## config.mk

```make
export PLATFORM = sky130hd
export DESIGN_NAME = cfg_tilemap_ctrl
export DESIGN_NICKNAME = d
export VERILOG_FILES = /design/src/rtl/cfg_tilemap_ctrl.sv
export SDC_FILE = /design/constraint.sdc
export NUM_CORES = 1
export LEC_CHECK = 0
export ABC_CLOCK_PERIOD_IN_PS = 2600
export BUFFER_PORTS_ARGS = -buffer_cell sky130_fd_sc_hd__buf_2
export CAP_MARGIN = 15
export CORE_ASPECT_RATIO = 0.8
export CORE_UTILIZATION = 56
export DETAILED_ROUTE_END_ITERATION = 12
export PLACE_DENSITY = 0.8
export SYNTH_ARGS = -nofsm -noshare
export SYNTH_HDL_FRONTEND = slang
export SYNTH_SLANG_ARGS = --single-unit
```

## constraint.sdc

```tcl
create_clock -name clk_in -period 2.6 [get_ports clk_in]
set_input_delay 0.39 -clock clk_in [delete_from_list [all_inputs] [get_ports clk_in]]
set_output_delay 0.39 -clock clk_in [all_outputs]
set_load 0.005 [all_outputs]
```

## src/rtl/cfg_tilemap_ctrl.sv

```systemverilog
// Tile-map write controller: turns PUT / FILL / CLEAR commands into a
// contiguous stream of one-word-per-cycle writes into the config tile RAM.
module cfg_tilemap_ctrl #(
    parameter int unsigned MAP_BASE = 2048,
    parameter int unsigned MAP_COLS = 40,
    parameter int unsigned MAP_ROWS = 23
) (
    input  logic        clk_in,
    input  logic        rst_in,
    input  logic        cmd_valid_in,
    output logic        cmd_ready_out,
    input  logic [1:0]  cmd_op_in,
    input  logic [4:0]  cmd_row_in,
    input  logic [5:0]  cmd_col_in,
    input  logic [5:0]  cmd_len_in,
    input  logic [7:0]  cmd_tile_in,
    output logic        ram_we_out,
    output logic [11:0] ram_addr_out,
    output logic [7:0]  ram_data_out,
    output logic        busy_out,
    output logic        done_out,
    output logic        err_out
);

    typedef enum logic [1:0] {
        ST_IDLE   = 2'd0,
        ST_WRITE  = 2'd1,
        ST_FINISH = 2'd2
    } state_t;

    localparam logic [1:0]     OP_PUT   = 2'd0;
    localparam logic [1:0]     OP_FILL  = 2'd1;
    localparam logic [1:0]     OP_CLEAR = 2'd2;
    localparam int unsigned    CELLS_I  = MAP_COLS * MAP_ROWS;
    localparam logic [11:0]    BASE_W   = MAP_BASE[11:0];
    localparam logic [4:0]     ROWS_W   = MAP_ROWS[4:0];
    localparam logic [5:0]     COLS_W   = MAP_COLS[5:0];
    localparam logic [9:0]     CELLS_W  = CELLS_I[9:0];
    localparam logic [4:0]     LAST_ROW = ROWS_W - 5'd1;
    localparam logic [5:0]     LAST_COL = COLS_W - 6'd1;

    // row * MAP_COLS as a sum of shifted copies of row (no multiplier).
    function automatic logic [11:0] row_offset(input logic [4:0] row);
        logic [11:0] acc;
        acc = 12'd0;
        for (int i = 0; i < 6; i++) begin
            if (COLS_W[i]) begin
                acc = acc + ({7'd0, row} << i);
            end else begin
                acc = acc;
            end
        end
        return acc;
    endfunction

    state_t      state_q, state_d;
    logic [11:0] addr_q, addr_d;
    logic [7:0]  data_q, data_d;
    logic        we_q, we_d;
    logic [4:0]  row_q, row_d;
    logic [5:0]  col_q, col_d;
    logic [9:0]  rem_q, rem_d;
    logic        done_q, done_d;
    logic        err_q, err_d;
    logic        busy_q, busy_d;
    logic        ready_q, ready_d;
    logic [11:0] start_addr_s;
    logic        bad_cmd_s;

    assign start_addr_s = BASE_W + row_offset(cmd_row_in) + {6'd0, cmd_col_in};
    assign bad_cmd_s    = (cmd_op_in == 2'd3) || (cmd_row_in >= ROWS_W) || (cmd_col_in >= COLS_W);

    // Next-state, write-stream and status computation.
    always_comb begin
        state_d = state_q;
        addr_d  = addr_q;
        data_d  = data_q;
        we_d    = 1'b0;
        row_d   = row_q;
        col_d   = col_q;
        rem_d   = rem_q;
        done_d  = 1'b0;
        err_d   = 1'b0;
        case (state_q)
            ST_IDLE: begin
                if (cmd_valid_in) begin
                    if (cmd_op_in == OP_CLEAR) begin
                        state_d = ST_WRITE;
                        we_d    = 1'b1;
                        addr_d  = BASE_W;
                        data_d  = cmd_tile_in;
                        row_d   = 5'd0;
                        col_d   = 6'd0;
                        rem_d   = CELLS_W - 10'd1;
                    end else if (bad_cmd_s) begin
                        err_d = 1'b1;
                    end else if ((cmd_op_in == OP_FILL) && (cmd_len_in == 6'd0)) begin
                        state_d = ST_FINISH;
                        done_d  = 1'b1;
                    end else begin
                        state_d = ST_WRITE;
                        we_d    = 1'b1;
                        addr_d  = start_addr_s;
                        data_d  = cmd_tile_in;
                        row_d   = cmd_row_in;
                        col_d   = cmd_col_in;
                        rem_d   = (cmd_op_in == OP_PUT) ? 10'd0 : ({4'd0, cmd_len_in} - 10'd1);
                    end
                end else begin
                    state_d = ST_IDLE;
                end
            end
            ST_WRITE: begin
                // rem_q counts writes still owed after the one currently on the port.
                if (rem_q == 10'd0) begin
                    state_d = ST_FINISH;
                    done_d  = 1'b1;
                end else if ((row_q == LAST_ROW) && (col_q == LAST_COL)) begin
                    state_d = ST_FINISH;
                    done_d  = 1'b1;
                    err_d   = 1'b1;
                end else begin
                    we_d   = 1'b1;
                    addr_d = addr_q + 12'd1;
                    rem_d  = rem_q - 10'd1;
                    if (col_q == LAST_COL) begin
                        col_d = 6'd0;
                        row_d = row_q + 5'd1;
                    end else begin
                        col_d = col_q + 6'd1;
                    end
                end
            end
            ST_FINISH: begin
                state_d = ST_IDLE;
            end
            default: begin
                state_d = ST_IDLE;
            end
        endcase
        busy_d  = (state_d != ST_IDLE);
        ready_d = (state_d == ST_IDLE);
    end

    // State, write port and status registers.
    always_ff @(posedge clk_in or posedge rst_in) begin
        if (rst_in) begin
            state_q <= ST_IDLE;
            addr_q  <= 12'd0;
            data_q  <= 8'd0;
            we_q    <= 1'b0;
            row_q   <= 5'd0;
            col_q   <= 6'd0;
            rem_q   <= 10'd0;
            done_q  <= 1'b0;
            err_q   <= 1'b0;
            busy_q  <= 1'b0;
            ready_q <= 1'b1;
        end else begin
            state_q <= state_d;
            addr_q  <= addr_d;
            data_q  <= data_d;
            we_q    <= we_d;
            row_q   <= row_d;
            col_q   <= col_d;
            rem_q   <= rem_d;
            done_q  <= done_d;
            err_q   <= err_d;
            busy_q  <= busy_d;
            ready_q <= ready_d;
        end
    end

    assign cmd_ready_out = ready_q;
    assign ram_we_out    = we_q;
    assign ram_addr_out  = addr_q;
    assign ram_data_out  = data_q;
    assign busy_out      = busy_q;
    assign done_out      = done_q;
    assign err_out       = err_q;

endmodule

```

==> results of run 1 <==
## per-layer routing
metal	wire length, µm	part of all wire	vias to the layer above
met5	0	0	-
met1	3456	0.47	1356
met2	3320	0.45	119
met4	139	0.019	0
li1	-	-	1368
met3	464	0.063	13
## flip-flops by register name (all words and copies together) (netlist names)
signal,cells
ram_data_out,8
col_q,6
done_out,1
rem_q,10
row_q,5
busy_out,1
state_q,2
err_out,1
ram_addr_out,12
ram_we_out,1
cmd_ready_out,1
## worst max-delay path, cell delays in order (launching register included)
cell and delay, ns:
dfrtp_1 0.39, inv_1 0.11, ha_1 0.23, or4b_4 0.52, nor3_2 0.25, o32a_2 0.23
inv_2 0.14, nand2_2 0.15, mux2_1 0.32
## final timing paths
| kind | startpoint | endpoint | slack [ns] | cells after the start |
|---|---|---|---|---|
| worst max-delay path | rem_q[0] | row_q[1] | 0.14 | 8 |
| worst min-delay path | rst_in | rem_q[1] | 0.03 | 2 |
| worst max register to register | rem_q[0] | row_q[1] | 0.14 | 8 |
| worst min register to register | ram_data_out[5] | ram_data_out[5] | 0.51 | 1 |
| max in group asynchronous | rst_in | rem_q[9] | 1.97 | 3 |
| min in group clk_in | cmd_tile_in[3] | ram_data_out[3] | 0.31 | 2 |
## area by class of cell
cell class | count | area (µm²)
well taps | 62 | 77.57
clock inverters | 2 | 15.01
flip-flops and latches | 48 | 1202
inverters | 18 | 67.56
multi-input cells | 260 | 1724
repair buffers | 62 | 342.8
clock buffers | 6 | 82.58
fillers | 421 | 1639
## cell families (layout without fill, tap and decap cells)
family,after synthesis,in the layout,synth area share
adder cells (fa/ha/maj),18,18,0.07802
flip-flops,48,48,0.3905
XOR/XNOR,6,6,0.01707
AO/OA/AOI/OAI,105,105,0.2215
buffers and inverters,34,88,0.04957
multiplexers,12,12,0.04267
AND/OR/NAND/NOR,119,119,0.2007
## synthesized netlist by cell type (2+ instances only)
library cell / count
nand3_1: 13
a41oi_1: 2
nor2_1: 30
or3_1: 3
o311a_1: 2
o31ai_1: 5
a22o_1: 6
and3_1: 3
o22ai_1: 3
buf_6: 2
nor4_1: 2
nor2b_1: 3
o41ai_1: 2
mux2_2: 8
dfrtp_1: 47
buf_4: 2
a21o_1: 4
a31oi_1: 3
ha_1: 16
nand4_1: 6
a211oi_1: 2
nand2_1: 21
buf_2: 2
inv_1: 17
xnor2_1: 5
a21oi_1: 28
fa_1: 2
or4_1: 4
mux2i_1: 3
nor3b_1: 4
a221oi_1: 3
nor3_1: 13
a32oi_1: 3
o2bb2ai_1: 3
nand2b_1: 8
o21bai_1: 2
o21ai_0: 28
clkbuf_1: 9
## per-stage QoR
stage,hold slack [ns],total power [mW],setup WS [ns]
global route,0.05747,2.247,0.006211
global placement,0.3737,1.611,0.1843
CTS,0.04213,2.110,0.1467
finish,0.03479,2.104,0.1360
floorplan,0.4541,1.419,0.4017
detailed placement,0.3819,1.638,0.05715
## power breakdown
| group | switching (mW) | internal [mW] |
|---|---|---|
| registers | 0.177 | 0.878 |
| logic | 0.292 | 0.282 |
| clock network | 0.260 | 0.215 |
==> run metrics, run 1 <==
Max-cap violations 0; final instance area 0.003512 mm²; latest clock arrival within the worst-skew pair 0.31 ns; layout cells sized above 1 0.2247; Tot GR Track Use 0.2733; Inserted Clock Buffers 5; final setup vio count 0; final net count 443; clk buf depth 2; top_reg_cell synth dfrtp_1; Synth area leader dfrtp_1; routability congestion estimate 0.9070; post-DR vias/cell 6.236; Leak Pwr 1.580 nW; Initial Utilization 0.5978; CTS Hold Bufs 0; failing checks DRC; M3 GR Usage 0.05790; unrepaired setup endpoints after global routing false; most common cell after layout, fill and taps aside buf_2; Syn Area/Cell 9.004 µm²; Via Count 2856; vias in the first global route 2524; 1st-iter DRT viols 224; Clock Skew 0.005782 ns; die area 0.005801 mm²; CTS root buffer clkbuf_8; Slew Limit Fails 0; TNS Setup 0 ns; CTS sink count 48; HPWL Detailed 5471 µm; peak supply drop 0.0006161 V; syn nets 390; Post-CTS Setup Bufs 0; post_cts resized 0; DRC violations left 6; antenna violations before repair 0; crit share post-route 0.9477; core footprint 0.005151 mm²; Ys Warns 0; Layout Cells excl Fill 458; CP Max Fanout 18; total wire length 7382 µm; largest net degree at the start of global routing 34; grt met2 use 0.4309; Clock Pin Slew Worst Setup and Hold Paths 0.09 ns; relative slew slack 0.4238; Worst Tran Pin Value 0.8611 ns; Hold Vio Cnt, Final 0; Min-Delay Path Class primary input to asynchronous set/reset pin; Die W 84.91 µm; cell area after synthesis 0.003079 mm²; global route total overflow 0; #FFs+latches synth 48; CTS tree yes; area of placed instances 0.003415 mm²; Clock H-tree levels 2; Post-Synthesis Cells 342; drt pass-1 iters 10; Pwr per Cell Area 599.1 mW/mm²; Die Height 68.33 µm; async set-or-reset flop fraction in the synthesized netlist 1.000; fmax 0.4058 GHz; Cells after DPL 450; synth unique cells 61; sequential-to-total area share from yosys stat 0.3905; Startpoint Class register; boundary pin count 55; post-synth top area share 0.3820; Crit path required time 2.79 ns; final core occ 0.6818; Post-synth EDFFs 0; grt met1 use 0.3715; Routed WL per cell 16.12 µm; WP data arrival 2.66 ns; busiest layer in global routing met2; n_diodes 0; CP Class register to register; ANT nets after route 0; first-pass GRT wire length 12110 µm; port bufs 54; Setup crit end kind register; Row Count 23; Area Growth Syn to Fin 14.06%; status finished, violations left; largest cells by area after synthesis dfrtp_1 38%, ha_1 6.5%, a21oi_1 4.6%, o21ai_0 4.6%, nor2_1 3.7%; Final min period 2.464 ns; most frequent cells in the layout 54 x buf_2, 47 x dfrtp_1, 30 x nor2_1
Note: power is estimated with default switching activity, not from simulation.
==> run 2, diff against run 1 <==
==> constraint.sdc (replaced) <==
create_clock -name clk_in -period 2.6 [get_ports clk_in]
set_input_delay 0.26 -clock clk_in [delete_from_list [all_inputs] [get_ports clk_in]]
set_output_delay 0.26 -clock clk_in [all_outputs]
set_load 0.005 [all_outputs]
==> run metrics, run 2 (same netlist as run 1, synthesis figures left out) <==
status finished, violations left; failing checks DRC; Final min period 2.447 ns (-0.01689 ns); Hold Vio Cnt, Final 0 (unchanged); Max-cap violations 0 (unchanged); 1st-iter DRT viols 230 (+2.7%); boundary pin count 55 (unchanged); Via Count 2897 (+1.4%); fmax 0.4087 GHz (+0.69%); post-DR vias/cell 6.339 (+1.7%); Worst Tran Pin Value 0.9891 ns (+0.1279 ns); HPWL Detailed 5365 µm (-1.9%); routability congestion estimate 0.8645 (-4.7%); Post-CTS Setup Bufs 0 (unchanged); CTS tree yes; # fillers 429 (+1.9%); layout cells sized above 1 0.2203 (-0.004494); Routed WL per cell 16.48 µm (+2.2%); drt pass-1 iters 12 (+2); Tot Pwr 2.171 mW (+3.2%); final instance area 0.003515 mm² (about the same); first-pass GRT wire length 12030 µm (-0.69%); area of placed instances 0.003407 mm² (-0.22%); Layout Cells excl Fill 457 (-0.22%); global route total overflow 0 (unchanged); WP data arrival 2.67 ns (about the same); CTS sink count 48 (unchanged); Clock Pin Slew Worst Setup and Hold Paths 0.08 ns (about the same); clk buf depth 2 (unchanged); CP Class register to register; TNS Setup 0 ns (unchanged); Slew Limit Fails 0 (unchanged); final setup vio count 0 (unchanged); Initial Utilization 0.5978 (unchanged); Leak Pwr 1.592 nW (+0.72%); Setup crit end kind register; largest net degree at the start of global routing 49 (+44%); worst reg2reg path depth 9 (+1); post_cts resized 0 (unchanged); Die W 84.91 µm (unchanged); unrepaired setup endpoints after global routing false; die area 0.005801 mm² (unchanged); CTS root buffer clkbuf_8; DRC violations left 6 (unchanged); DP Worst Slack 0.2002 ns (+0.1431 ns); latest clock arrival within the worst-skew pair 0.30 ns (about the same); final core occ 0.6823 (about the same); max reg flops 12 (unchanged); vias in the first global route 2553 (+1.1%); Area Growth Syn to Fin 14.14% (about the same); ANT nets after route 0 (unchanged); Cells after DPL 449 (-0.22%); port bufs 54 (unchanged); final worst slack 0.1529 ns (+0.01689 ns); CTS Hold Bufs 0 (unchanged); final net count 442 (-0.23%); CP Max Fanout 24 (+6); Row Count 23 (unchanged); Min-Delay Path Class primary input to register; Startpoint Class register; n_diodes 0 (unchanged); Tot GR Track Use 0.2691 (-0.004245); WHS 0.1841 ns (+0.1493 ns); relative slew slack 0.3396 (-0.08413); most common cell after layout, fill and taps aside buf_2; hold path cells 2; core footprint 0.005151 mm² (unchanged); Die Height 68.33 µm (unchanged); Inserted Clock Buffers 5 (unchanged); peak supply drop 0.0004899 V (-20%); Pwr per Cell Area 617.6 mW/mm² (+3.1%); Clock H-tree levels 2 (unchanged); antenna violations before repair 0 (unchanged); total wire length 7531 µm (+2.0%); crit share post-route 0.9412 (-0.006497); most frequent cells in the layout 54 x buf_2, 47 x dfrtp_1, 30 x nor2_1; Crit path required time 2.83 ns (+0.04 ns); Clock Skew 0.008331 ns (+0.002549 ns)
run 2: layer usage:
layer  part of all wire  global-route usage  up-vias
met2               0.45              0.4268      153
met5                  0                   0        -
met3              0.077             0.04463       11
met4              0.012             0.09746        0
met1               0.46              0.3771     1358
li1                   -                   -     1375
run 2: critical path: stages (launching register included):
cell,delay (ns)
dfrtp_1,0.41
inv_1,0.12
ha_1,0.23
or4b_4,0.52
nor3_2,0.26
o32a_2,0.22
inv_2,0.11
buf_12,0.18
nand4_1,0.12
mux2i_1,0.20
run 2: area by class of cell:
type | count | area (µm²) | share of cell area
Tap cell | 62 | 77.57 | 0.02207
Clock inverter | 2 | 35.03 | 0.009968
Clock buffer | 6 | 72.57 | 0.02065
Multi-Input combinational cell | 260 | 1724 | 0.4906
Sequential cell | 48 | 1202 | 0.3421
Inverter | 18 | 67.56 | 0.01922
Timing Repair Buffer | 61 | 335.3 | 0.09541
run 2: worst paths after layout:
| path | to | slack [ns] | from |
|---|---|---|---|
| worst min register to register | ram_data_out[0] | 0.51 | ram_data_out[0] |
| worst max-delay path | ram_addr_out[11] | 0.15 | rem_q[0] |
| min in group asynchronous | ram_we_out | 0.19 | rst_in |
| max in group asynchronous | rem_q[9] | 1.80 | rst_in |
| worst min-delay path | ram_data_out[1] | 0.18 | cmd_tile_in[1] |
| worst max register to register | ram_addr_out[11] | 0.15 | rem_q[0] |
run 2: report_power, final:
part | internal [mW] | switching (mW) | total [mW]
sequential | 0.878 | 0.182 | 1.06
clock | 0.286 | 0.249 | 0.534
combinational | 0.281 | 0.296 | 0.577
total | 1.44 | 0.726 | 2.17
==> run 3, diff against run 2 <==
==> config.mk (replaced) <==
export PLATFORM = sky130hd
export DESIGN_NAME = cfg_tilemap_ctrl
export DESIGN_NICKNAME = d
export VERILOG_FILES = /design/src/rtl/cfg_tilemap_ctrl.sv
export SDC_FILE = /design/constraint.sdc
export NUM_CORES = 1
export LEC_CHECK = 0
export ABC_CLOCK_PERIOD_IN_PS = 2100
export BUFFER_PORTS_ARGS = -buffer_cell sky130_fd_sc_hd__buf_2
export CAP_MARGIN = 15
export CORE_ASPECT_RATIO = 0.8
export CORE_UTILIZATION = 51
export DETAILED_ROUTE_END_ITERATION = 12
export PLACE_DENSITY = 0.77
export SYNTH_ARGS = -nofsm -noshare
export SYNTH_HDL_FRONTEND = slang
export SYNTH_SLANG_ARGS = --single-unit
==> constraint.sdc (replaced) <==
create_clock -name clk_in -period 2.1 [get_ports clk_in]
set_input_delay 0.21 -clock clk_in [delete_from_list [all_inputs] [get_ports clk_in]]
set_output_delay 0.21 -clock clk_in [all_outputs]
set_load 0.005 [all_outputs]
==> run metrics, run 3 (same netlist as run 1, synthesis figures left out) <==
Pwr per Cell Area 752.6 mW/mm² (+22%); final setup vio count 1 (+1); Min-Delay Path Class primary input to register; peak supply drop 0.0006773 V (+38%); Worst Tran Pin Value 0.8590 ns (-0.1301 ns); port bufs 54 (unchanged); fmax 0.4754 GHz (+16%); post-DR vias/cell 6.140 (-3.1%); final net count 490 (+11%); WP data arrival 2.29 ns (-0.38 ns); final worst slack -0.003580 ns (-0.1565 ns); Cells after DPL 507 (+13%); critical path's slowest cell or4b_4; crit share post-route 1.002 (+0.06052); Crit path required time 2.29 ns (-0.54 ns); Via Count 3199 (+10%); Clock H-tree levels 2 (unchanged); Worst Path Buf+Inv 2 (-1); CP Class register to register; area of placed instances 0.003750 mm² (+10%); Tot GR Track Use 0.3085 (+0.03939); Max-cap violations 0 (unchanged); core footprint 0.005645 mm² (+9.6%); Die Height 71.50 µm (+4.6%); Slew Limit Fails 0 (unchanged); die area 0.006355 mm² (+9.5%); Initial Utilization 0.5454 (-0.05233); CP Max Fanout 14 (-42%); drt pass-1 iters 5 (-7); clk buf depth 2 (unchanged); global route total overflow 0 (unchanged); max reg flops 12 (unchanged); vias in the first global route 3060 (+20%); relative slew slack 0.4252 (+0.08559); routability congestion estimate 0.9512 (+10%); CTS sink count 48 (unchanged); failing checks setup timing; busiest layer in global routing met2; boundary pin count 55 (unchanged); DRC violations left 0 (-6); CTS root buffer clkbuf_8; unrepaired setup endpoints after global routing true; Inserted Clock Buffers 5 (unchanged); first-pass GRT wire length 14830 µm (+23%); Routed WL per cell 17.40 µm (+5.6%); Top Family by Delay on Critical Path simple AND/OR/NAND/NOR gates; worst path cell trace inv_2 -> ha_4 -> or4b_4 -> nor3_4 -> o32a_4 -> inv_6 -> nand2_2 -> mux2_1; final instance area 0.004013 mm² (+14%); latest clock arrival within the worst-skew pair 0.31 ns (about the same); HPWL Detailed 6468 µm (+21%); 1st-iter DRT viols 239 (+3.9%); total wire length 9066 µm (+20%); Max stage delay on crit path 0.48 ns (-0.04 ns); WHS 0.1210 ns (-0.06310 ns); layout cells sized above 1 0.3341 (+0.1138); CTS tree yes; Leak Pwr 1.850 nW (+16%); Setup crit end kind register; Hold Vio Cnt, Final 0 (unchanged); ANT nets after route 0 (unchanged); antenna violations before repair 0 (unchanged); most frequent cells in the layout 54 x buf_2, 52 x buf_4, 47 x dfrtp_1; TNS Setup -0.003580 ns (-0.003580 ns); grt met2 use 0.4872 (+0.06035); most common cell after layout, fill and taps aside buf_2; grt met1 use 0.4202 (+0.04313); Area Growth Syn to Fin 30.31%; Die W 88.88 µm (+4.7%); largest net degree at the start of global routing 30 (-39%); Startpoint Class register; M3 GR Usage 0.06106 (+0.01643); DP Worst Slack -0.2058 ns (-0.4060 ns); n_diodes 0 (unchanged); Final min period 2.104 ns (-0.3435 ns); status finished, violations left; Clock Pin Slew Worst Setup and Hold Paths 0.09 ns (about the same); Row Count 24 (+4.3%); Layout Cells excl Fill 521 (+14%); Clock Skew 0.01305 ns (+0.004720 ns)
[run 3: cell count changes in the layout (fill, tap and decap cells not counted), sizes merged]
cell / change
buf: +47
dlygate4sd3: +1
clkinv: -1
clkbuf: +1
[run 3: timing repair]
item                                    4_1_cts  5_1_grt
setup buffers                                 1        4
endpoints found under the setup margin       24       25
pin swaps                                     2        5
endpoints found under the hold margin        27        0
hold buffers                                  1        0
resized for setup                             9       13
[run 3: where the power goes]
part           total [mW]  leakage [nW]  switching, mW  internal (mW)
combinational       0.995          1.21          0.482          0.513
sequential           1.28         0.573          0.188           1.09
clock               0.750        0.0645          0.329          0.421
[run 3: cell type report]
class                   count  area [µm²]
repair buffers            109       693.2
clock buffers               7       96.34
multi-input cells         260        1821
inverters                  18       72.57
well taps                  78       97.59
flip-flops and latches     48        1202
fillers                   450        1633
clock inverters             1       30.03
[run 3: final timing paths]
kind	from	end	slack, ns	cells past startpoint
worst max-delay path	rem_q[0]	row_q[1]	-0.004	8
worst min register to register	ram_data_out[1]	ram_data_out[1]	0.51	1
worst max register to register	rem_q[0]	row_q[1]	-0.004	8
max in group asynchronous	rst_in	cmd_ready_out	0.92	4
worst min-delay path	cmd_tile_in[3]	ram_data_out[3]	0.12	2
min in group asynchronous	rst_in	ram_we_out	0.52	3
[run 3: worst reg2reg max path, stage by stage (launching register included)]
cell and delay (ns):
dfrtp_1 0.41, inv_2 0.09, ha_4 0.13, or4b_4 0.48, nor3_4 0.18, o32a_4 0.23
inv_6 0.08, nand2_2 0.07, mux2_1 0.32
[run 3: per-stage QoR]
step,util,power [mW]
final,0.7108,3.020
after CTS,0.6961,2.946
after global placement,0.6642,2.148
after floorplan,-,1.758
after detailed placement,0.6642,2.195
after global routing,0.7108,3.210
[run 3: per-layer routing]
layer	part of all wire	vias to the layer above
met3	0.090	18
met2	0.47	173
li1	-	1472
met4	0.020	0
met1	0.42	1536
met5	0	-
